--- src/rtl/hazard_stall_unit.sv ---
// ---------------------------------------------------------------------------
// hazard_stall_unit
//
// Stall/flush controller for the 5-stage MIPS pipeline. It catches the hazards
// that operand forwarding cannot cover:
//   - load-use: the EX instruction is a load that feeds an ID source.
//   - ID-stage branch compare: the branch needs a result still in EX, or a
//     load result still in MEM.
//   - HI/LO access or a new mult/div while the multi-cycle MULT/DIV unit is
//     busy.
// It also launches MULT/DIV operations and counts stall cycles.
//
// Ports
//   clk, rst_n              clock, asynchronous active-low reset
//   ID_rs, ID_rt            source fields of the instruction in ID
//   ID_uses_rt              ID instruction actually reads rt
//   ID_branch               ID instruction is beq/bne
//   ID_branch_taken         ID compare result
//   ID_muldiv               ID instruction is mult/multu/div/divu
//   ID_reads_hilo           ID instruction is mfhi/mflo
//   EX_MemRead, EX_RegWrite, EX_write_register    EX stage producer info
//   MEM_MemRead, MEM_write_register               MEM stage producer info
//   PC_write, IF_ID_write   front-end write enables (0 = hold)
//   ID_EX_bubble            insert NOP control into ID/EX
//   IF_ID_flush             squash the fetched instruction (taken branch)
//   md_start                one-cycle MULT/DIV launch pulse
//   md_busy                 MULT/DIV in progress (registered state)
//   stall_count             saturating count of stall cycles
// ---------------------------------------------------------------------------
module hazard_stall_unit #(
    parameter int MD_CYCLES   = 32,
    parameter int STALL_CNT_W = 32
) (
    input  logic                   clk,
    input  logic                   rst_n,
    input  logic [4:0]             ID_rs,
    input  logic [4:0]             ID_rt,
    input  logic                   ID_uses_rt,
    input  logic                   ID_branch,
    input  logic                   ID_branch_taken,
    input  logic                   ID_muldiv,
    input  logic                   ID_reads_hilo,
    input  logic                   EX_MemRead,
    input  logic                   EX_RegWrite,
    input  logic [4:0]             EX_write_register,
    input  logic                   MEM_MemRead,
    input  logic [4:0]             MEM_write_register,
    output logic                   PC_write,
    output logic                   IF_ID_write,
    output logic                   ID_EX_bubble,
    output logic                   IF_ID_flush,
    output logic                   md_start,
    output logic                   md_busy,
    output logic [STALL_CNT_W-1:0] stall_count
);

    localparam int CNT_W = $clog2(MD_CYCLES);

    typedef enum logic {
        MD_IDLE,
        MD_BUSY
    } md_state_e;

    md_state_e               state_q, state_d;
    logic [CNT_W-1:0]        cnt_q, cnt_d;
    logic [STALL_CNT_W-1:0]  stall_count_q, stall_count_d;

    logic load_use;
    logic br_ex;
    logic br_mem;
    logic md_hazard;
    logic stall;
    logic md_start_c;

    // $zero is never a real dependency; rt only counts when it is a source.
    function automatic logic match(input logic [4:0] r,
                                   input logic [4:0] rs,
                                   input logic [4:0] rt,
                                   input logic       uses_rt);
        return (r != 5'd0) && ((r == rs) || (uses_rt && (r == rt)));
    endfunction

    assign md_busy     = (state_q == MD_BUSY);
    assign stall_count = stall_count_q;

    always_comb begin
        load_use  = EX_MemRead & match(EX_write_register, ID_rs, ID_rt, ID_uses_rt);
        br_ex     = ID_branch & EX_RegWrite & match(EX_write_register, ID_rs, ID_rt, ID_uses_rt);
        br_mem    = ID_branch & MEM_MemRead & match(MEM_write_register, ID_rs, ID_rt, ID_uses_rt);
        md_hazard = md_busy & (ID_reads_hilo | ID_muldiv);
        stall     = load_use | br_ex | br_mem | md_hazard;
    end

    // MULT/DIV sequencer. The count is loaded with MD_CYCLES-1 on launch so
    // the unit reports busy for exactly MD_CYCLES-1 cycles after the start
    // cycle; an mfhi/mflo in the cycle it drops back to idle goes through.
    always_comb begin
        state_d    = state_q;
        cnt_d      = cnt_q;
        md_start_c = 1'b0;
        case (state_q)
            MD_IDLE: begin
                if (ID_muldiv && !stall) begin
                    md_start_c = 1'b1;
                    cnt_d      = CNT_W'(MD_CYCLES - 1);
                    state_d    = MD_BUSY;
                end
            end
            MD_BUSY: begin
                cnt_d = cnt_q - CNT_W'(1);
                if (cnt_q == CNT_W'(1)) begin
                    state_d = MD_IDLE;
                end
            end
            default: begin
                state_d = MD_IDLE;
                cnt_d   = '0;
            end
        endcase
    end

    // Pipeline control. While reset is held the front end runs freely and
    // nothing is launched. A branch only flushes once it actually leaves ID,
    // so its resolution is ignored during a stall.
    always_comb begin
        PC_write     = 1'b1;
        IF_ID_write  = 1'b1;
        ID_EX_bubble = 1'b0;
        IF_ID_flush  = 1'b0;
        md_start     = 1'b0;
        if (rst_n) begin
            md_start = md_start_c;
            if (stall) begin
                PC_write     = 1'b0;
                IF_ID_write  = 1'b0;
                ID_EX_bubble = 1'b1;
            end else begin
                IF_ID_flush = ID_branch & ID_branch_taken;
            end
        end
    end

    // Saturating stall counter: sticks at all-ones instead of wrapping.
    always_comb begin
        stall_count_d = stall_count_q;
        if (stall && (stall_count_q != '1)) begin
            stall_count_d = stall_count_q + STALL_CNT_W'(1);
        end
    end

    always_ff @(posedge clk or negedge rst_n) begin
        if (!rst_n) begin
            state_q       <= MD_IDLE;
            cnt_q         <= '0;
            stall_count_q <= '0;
        end else begin
            state_q       <= state_d;
            cnt_q         <= cnt_d;
            stall_count_q <= stall_count_d;
        end
    end

endmodule

--- config.mk ---
export PLATFORM = sky130hd
export DESIGN_NAME = hazard_stall_unit
export DESIGN_NICKNAME = d
export VERILOG_FILES = /design/src/rtl/hazard_stall_unit.sv
export SDC_FILE = /design/constraint.sdc
export NUM_CORES = 1
export LEC_CHECK = 0
export ABC_CLOCK_PERIOD_IN_PS = 9800
export CAP_MARGIN = 20
export CORE_ASPECT_RATIO = 1.4
export CORE_UTILIZATION = 40
export CTS_CLUSTER_SIZE = 20
export DETAILED_ROUTE_END_ITERATION = 16
export PLACE_DENSITY = 0.7
export SETUP_SLACK_MARGIN = 0.2
export SLEW_MARGIN = 20
export SYNTH_ARGS = -nofsm -noshare
export SYNTH_HDL_FRONTEND = slang
export SYNTH_SLANG_ARGS = --single-unit
--- constraint.sdc ---
create_clock -name clk -period 9.8 [get_ports clk]
set_clock_uncertainty 0.1 [all_clocks]
set_input_delay 2.94 -clock clk [delete_from_list [all_inputs] [get_ports clk]]
set_output_delay 2.94 -clock clk [all_outputs]
set_load 0.1 [all_outputs]
==> impl_metrics.ini, run 1 <==
[sta]
grt_setup_unrepaired = false
finalMaxSlewViolations = 0
finalHoldViolations = 0
max-slew-margin-rel_pct = 34.16
max_freq_mhz = 121.6
tightest_slew_ns = 0.9846
finalCritPeriodShare_pct = 83.89
holdWs_ns = 0.3896
timing.final.ws_setup_ns = 1.579
setup_viol = 0
fin_crit_ns = 8.221
tns_ns = 0

[floorplanning]
start_util_pct = 41.47
core_area_um2 = 5485
ioPinCount = 68
dieArea_um2 = 5997
die_w_um = 65.74
rows = 32
die_y_um = 91.23

[finish]
drive_above_1_share_pct = 9.864
num_antenna_cells = 0
stdcell_area_um2 = 3065
nets = 326
fill_cells = 502
synthToLayoutAreaGrowth_pct = 34.76

[synthesis]
postSynthAreaPerCell_um2 = 10.06
yosysMostFrequentCell = dfrtp_1
netlist_top_cells_area = dfrtp_1 42%, xnor2_1 12%, xor2_1 6.9%, and3_1 4.7%, nand3_1 4.2%
netlist_instances = 226
syn_area_um2 = 2275
async_reset_ff_share_pct = 100.0
ys_warn_count = 0
synth.largest_area_cell = dfrtp_1
syn_nets = 259
netlist_top_cells_count = 38 x dfrtp_1, 31 x xnor2_1, 19 x nand3_1, 18 x xor2_1, 17 x and3_1
synth-edff-count = 0
netlist.area_leader.share_pct = 41.80
dominantRegCellSynth = dfrtp_1
synth_cell_type_count = 37
ys_seq_area_share_pct = 41.80
ys_ff_latch = 38

[power_and_ir_drop]
powerDensity_nw_per_um2 = 196.9
total_power_uw = 603.6
p_leak_uw = 0.001307
ir_drop_uv = 258.5

[run_status]
outcome = complete, no violations

[clock_network]
cts.sinks = 38
numCtsBuffers = 5
cts_setup_buffers = 0
ctsHtreeMaxLevel = 2
cts_root_buf = clkbuf_8
postCtsResizedCells = 0
ctsHoldBuffers = 0
clock_path_buffers = 2
cts_tree = yes
clk_pin_slew_worst_paths_ns = 0.07
insertion_delay_ns = 0.29

[critical_path]
worstSetupPathType = primary input to primary output
cp.buffers_inverters = 4
path_common_cell = buf_4
cp-endpoint = ID_EX_bubble
cpPeakStageDelay_ns = 0.48
startpoint_type = primary input
crit_slowest_cell = clkdlybuf4s50_1
critical_path_required_ns = 6.76
crit_fanout = 32
rr_endpoint = stall_count[1]
cp.depth = 9
arrival_ns = 5.18
r2r_slack_ns = 7.35
crit_chain = clkdlybuf4s50_1 -> xor2_1 -> nor4_1 -> a32oi_1 -> o221ai_2 -> buf_4 -> nand2_1 -> inv_1 -> buf_4
crit_family = buffers and inverters
r2r_start = stall_count[4]
reg2reg_depth = 6
worstSetupStartpoint = MEM_write_register[3]
end_kind = primary output

[routing]
drc = 0
drt-initial-drc-count = 57
dr.pass1.iters = 4
antenna_left = 0
vias_per_cell = 5.199
drt_wl_total_um = 5194
avgRoutedWirePerCell_um = 14.35
vias = 1882

[placed_design]
post-place-ws_ns = 1.594
dpl-instance-area_um2 = 2957
port_buffers = 67
gp_congestion = 0.7808
hpwl_um = 3890

[global_routing]
grtUsageTotal_pct = 18.34
grt_pass1_vias = 1899
grt_max_degree = 33
antenna_found_initial = 0
grt_pass1_wl_um = 8521
overflow = 0

[hold_path]
holdCritPathClass = flip-flop to flip-flop

[run]
cap_violations = 0
-- cell type report --
cell class,instances,area [um^2],share of cell area [%]
multi-input cells,173,1230,40.12
flip-flops and latches,38,950.9,31.02
repair buffers,69,668.1,21.80
well taps,68,85.08,2.776
clock buffers,5,68.82,2.245
clock inverters,3,40.04,1.306
inverters,6,22.52,0.7347
-- logic make-up (layout without fill, tap and decap cells) --
family	after synthesis	after routing	synth area share [%]
AOI/OAI and AO/OA	13	13	4.125
and+or+nand+nor	104	104	27.45
xor gates and xnor gates	49	49	18.87
DFF	38	38	41.80
adders and majority gates	3	3	1.650
buffers and inverters	15	83	4.125
muxes	4	4	1.980
-- layer usage --
layer	share of wire, %	vias to the layer above	track usage (%)
met5	0	-	0
met4	1.1	0	4.891
met3	8.1	5	5.151
met2	50	60	32.74
met1	40	885	20.68
li1	-	932	-
-- layout by cell type (no fill, tap or decap), types with 2 or more instances in the layout --
cell and instances:
nand3_2 4, and3_1 17, a21oi_1 3, or4_1 2, xor2_1 18, clkbuf_8 5, xnor2_1 31, mux2_2 4
o21ai_0 3, dfrtp_1 38, nor4_1 2, buf_4 7, clkinv_2 2, nor3_4 2, nand4_1 11, nand2_1 14
and4_1 3, nor3_1 4, clkdlybuf4s50_1 61, a32oi_1 2, nand3_1 19, and2_1 3, nor2_1 14, ha_1 3
or2_1 2, inv_1 6
-- worst min-delay path by stage --
stage	start	to	slack, ns	depth (start not counted)
final	stall_count[26]	stall_count[26]	0.39	1
after detailed placement	stall_count[26]	stall_count[26]	0.38	1
after global routing	stall_count[18]	stall_count[18]	0.41	1
after global placement	stall_count[26]	stall_count[26]	0.38	1
after floorplan	cnt_q[4]	md_busy	0.37	2
after CTS	stall_count[26]	stall_count[26]	0.39	1
-- state kept, by name, summed over array words and instances (netlist names) --
signal       flops
stall_count     32
cnt_q            5
md_busy          1
-- per-stage QoR --
| stage | util, % | std cells |
|---|---|---|
| 2_1_floorplan | - | 226 |
| 6_report | 55.89 | 362 |
| 3_3_place_gp | 53.90 | 354 |
| 3_5_place_dp | 53.90 | 354 |
| 5_1_grt | 55.89 | 362 |
| 4_1_cts | 55.89 | 362 |
-- where the power goes --
| part | switching [uW] | total [uW] | internal (uW) |
|---|---|---|---|
| combinational | 183 | 264 | 80.5 |
| clock | 53.8 | 129 | 74.8 |
| sequential | 29.1 | 211 | 182 |
Power figures use the tool's default switching activity.
==> run 2: changes to the inputs <==
--- a/config.mk
+++ b/config.mk
@@ -5,13 +5,13 @@
 export SDC_FILE = /design/constraint.sdc
 export NUM_CORES = 1
 export LEC_CHECK = 0
-export ABC_CLOCK_PERIOD_IN_PS = 9800
+export ABC_CLOCK_PERIOD_IN_PS = 6900
 export CAP_MARGIN = 20
 export CORE_ASPECT_RATIO = 1.4
 export CORE_UTILIZATION = 40
 export CTS_CLUSTER_SIZE = 20
 export DETAILED_ROUTE_END_ITERATION = 16
-export PLACE_DENSITY = 0.7
+export PLACE_DENSITY = 0.72
 export SETUP_SLACK_MARGIN = 0.2
 export SLEW_MARGIN = 20
 export SYNTH_ARGS = -nofsm -noshare
==> constraint.sdc (replaced) <==
create_clock -name clk -period 6.9 [get_ports clk]
set_clock_uncertainty 0.1 [all_clocks]
set_input_delay 2.07 -clock clk [delete_from_list [all_inputs] [get_ports clk]]
set_output_delay 2.07 -clock clk [all_outputs]
set_load 0.1 [all_outputs]
==> impl_metrics.ini, run 2 (synthesis gave the netlist of run 1 again) <==
[finish]
final_common_cell = clkdlybuf4s50_1
stdcell_area_um2 = 3117
synthToLayoutAreaGrowth_pct = 37.02
nets = 326
largest_reg_flops = 32
final_cell_mix = 61 x clkdlybuf4s50_1, 38 x dfrtp_1, 31 x xnor2_1, 19 x nand3_1, 18 x xor2_1
drive_above_1_share_pct = 10.20
num_antenna_cells = 0

[global_routing]
grtUsageTotal_pct = 19.61
grt_pass1_wl_um = 9114
grt_max_degree = 40
overflow = 0
antenna_found_initial = 1
grt_pass1_vias = 1884

[clock_network]
ctsHoldBuffers = 0
ctsHtreeMaxLevel = 2
postCtsResizedCells = 0
numCtsBuffers = 5
clk_pin_slew_worst_paths_ns = 0.07
insertion_delay_ns = 0.29
cts_tree = yes
clock_path_buffers = 2
cts.sinks = 38
cts_root_buf = clkbuf_8
cts_setup_buffers = 0

[floorplanning]
die_w_um = 65.74
ioPinCount = 68
core_area_um2 = 5485
die_y_um = 91.23
start_util_pct = 41.47
dieArea_um2 = 5997
rows = 32

[power_and_ir_drop]
p_int_uw = 460.9
power.net_switching_uw = 380.2
p_seq_share_pct = 35.7
pwr-share-comb_pct = 45.7
powerDensity_nw_per_um2 = 269.9
p_clk_share_pct = 18.6
switching_share_pct = 45.20
ir_drop_uv = 316.2
p_leak_uw = 0.001311

[critical_path]
startpoint_type = primary input
worstSetupPathType = primary input to primary output
end_kind = primary output
arrival_ns = 4.16
crit_slowest_cell = or4_1
cp.buffers_inverters = 2
critical_path_required_ns = 4.73
crit_fanout = 3
cpPeakStageDelay_ns = 0.53
crit_chain = clkdlybuf4s50_1 -> or4_1 -> o21ai_0 -> o221ai_2 -> or2_1 -> nor2_1 -> buf_12
crit_family = simple AND/OR/NAND/NOR gates

[placed_design]
gp_congestion = 0.8371
dpl-instance-area_um2 = 3025
hpwl_um = 4036
port_buffers = 67

[sta]
max_freq_mhz = 157.9
max-slew-margin-rel_pct = 32.61
finalCritPeriodShare_pct = 91.77
finalHoldViolations = 0
tightest_slew_ns = 1.008
finalMaxSlewViolations = 0
fin_crit_ns = 6.332
grt_setup_unrepaired = false
tns_ns = 0
setup_viol = 0

[routing]
drt-initial-drc-count = 46
dr.pass1.iters = 4
vias = 1903
vias_per_cell = 5.257
drc = 0
drt_wl_total_um = 5447
avgRoutedWirePerCell_um = 15.05
antenna_left = 0

[run_status]
outcome = complete, no violations

[run]
cap_violations = 0

[hold_path]
holdCritPathClass = flip-flop to flip-flop
## run 2: changes by cell type in the layout (fill, tap and decap cells not counted), sizes merged
cell / change
clkbuf: +2
bufinv: -1
clkinv: -1
clkinvlp: +1
inv: -1
## run 2: worst paths after layout
kind                                       from              end  slack (ns)  cells after the start
hold / removal                  stall_count[26]  stall_count[26]        0.40                      1
hold reg to reg                 stall_count[26]  stall_count[26]        0.40                      1
min in group asynchronous                 rst_n  stall_count[29]        1.74                      2
setup / recovery           EX_write_register[2]      IF_ID_flush        0.57                      7
max in group asynchronous                 rst_n         cnt_q[0]        4.62                      2
setup reg to reg                 stall_count[4]   stall_count[1]        4.42                      6
## run 2: cell type report
class,count,area [um^2]
clock buffer,7,86.33
timing repair buffer,69,730.7
multi-input combinational,173,1232
clock inverter,1,5.005
tap,68,85.08
fill,519,2369
sequential,38,950.9
inverter,6,26.28
## run 2: routing by layer
metal	wire length (um)	track usage, %	share of wire (%)	vias up
met3	439	5.276	8.1	12
li1	-	-	-	925
met2	2782	34.44	51	60
met1	2089	22.36	38	904
met4	121	6.159	2.2	2
met5	13	0	0.24	-
## run 2: through the flow
| stage | instances | worst slack [ns] | hold WS [ns] | total power, uW | util, % |
|---|---|---|---|---|---|
| 2_1_floorplan | 226 | 0.09900 | 0.3746 | 584.6 | - |
| 3_3_place_gp | 354 | 0.6121 | 0.3784 | 688.2 | 55.16 |
| 3_5_place_dp | 354 | 0.5989 | 0.3904 | 692.2 | 55.16 |
| 4_1_cts | 362 | 0.5887 | 0.4048 | 849.5 | 56.82 |
| 5_1_grt | 362 | 0.4544 | 0.4094 | 883.5 | 56.82 |
| 6_report | 362 | 0.5678 | 0.3984 | 841.1 | 56.82 |
## run 2: power by group through the flow
stage	sequential, uW	combinational (uW)	clock, uW
after floorplan	447	138	0
after global placement	303	385	0
after detailed placement	305	387	0
after CTS	301	388	160
after global routing	308	405	170
final	300	384	157
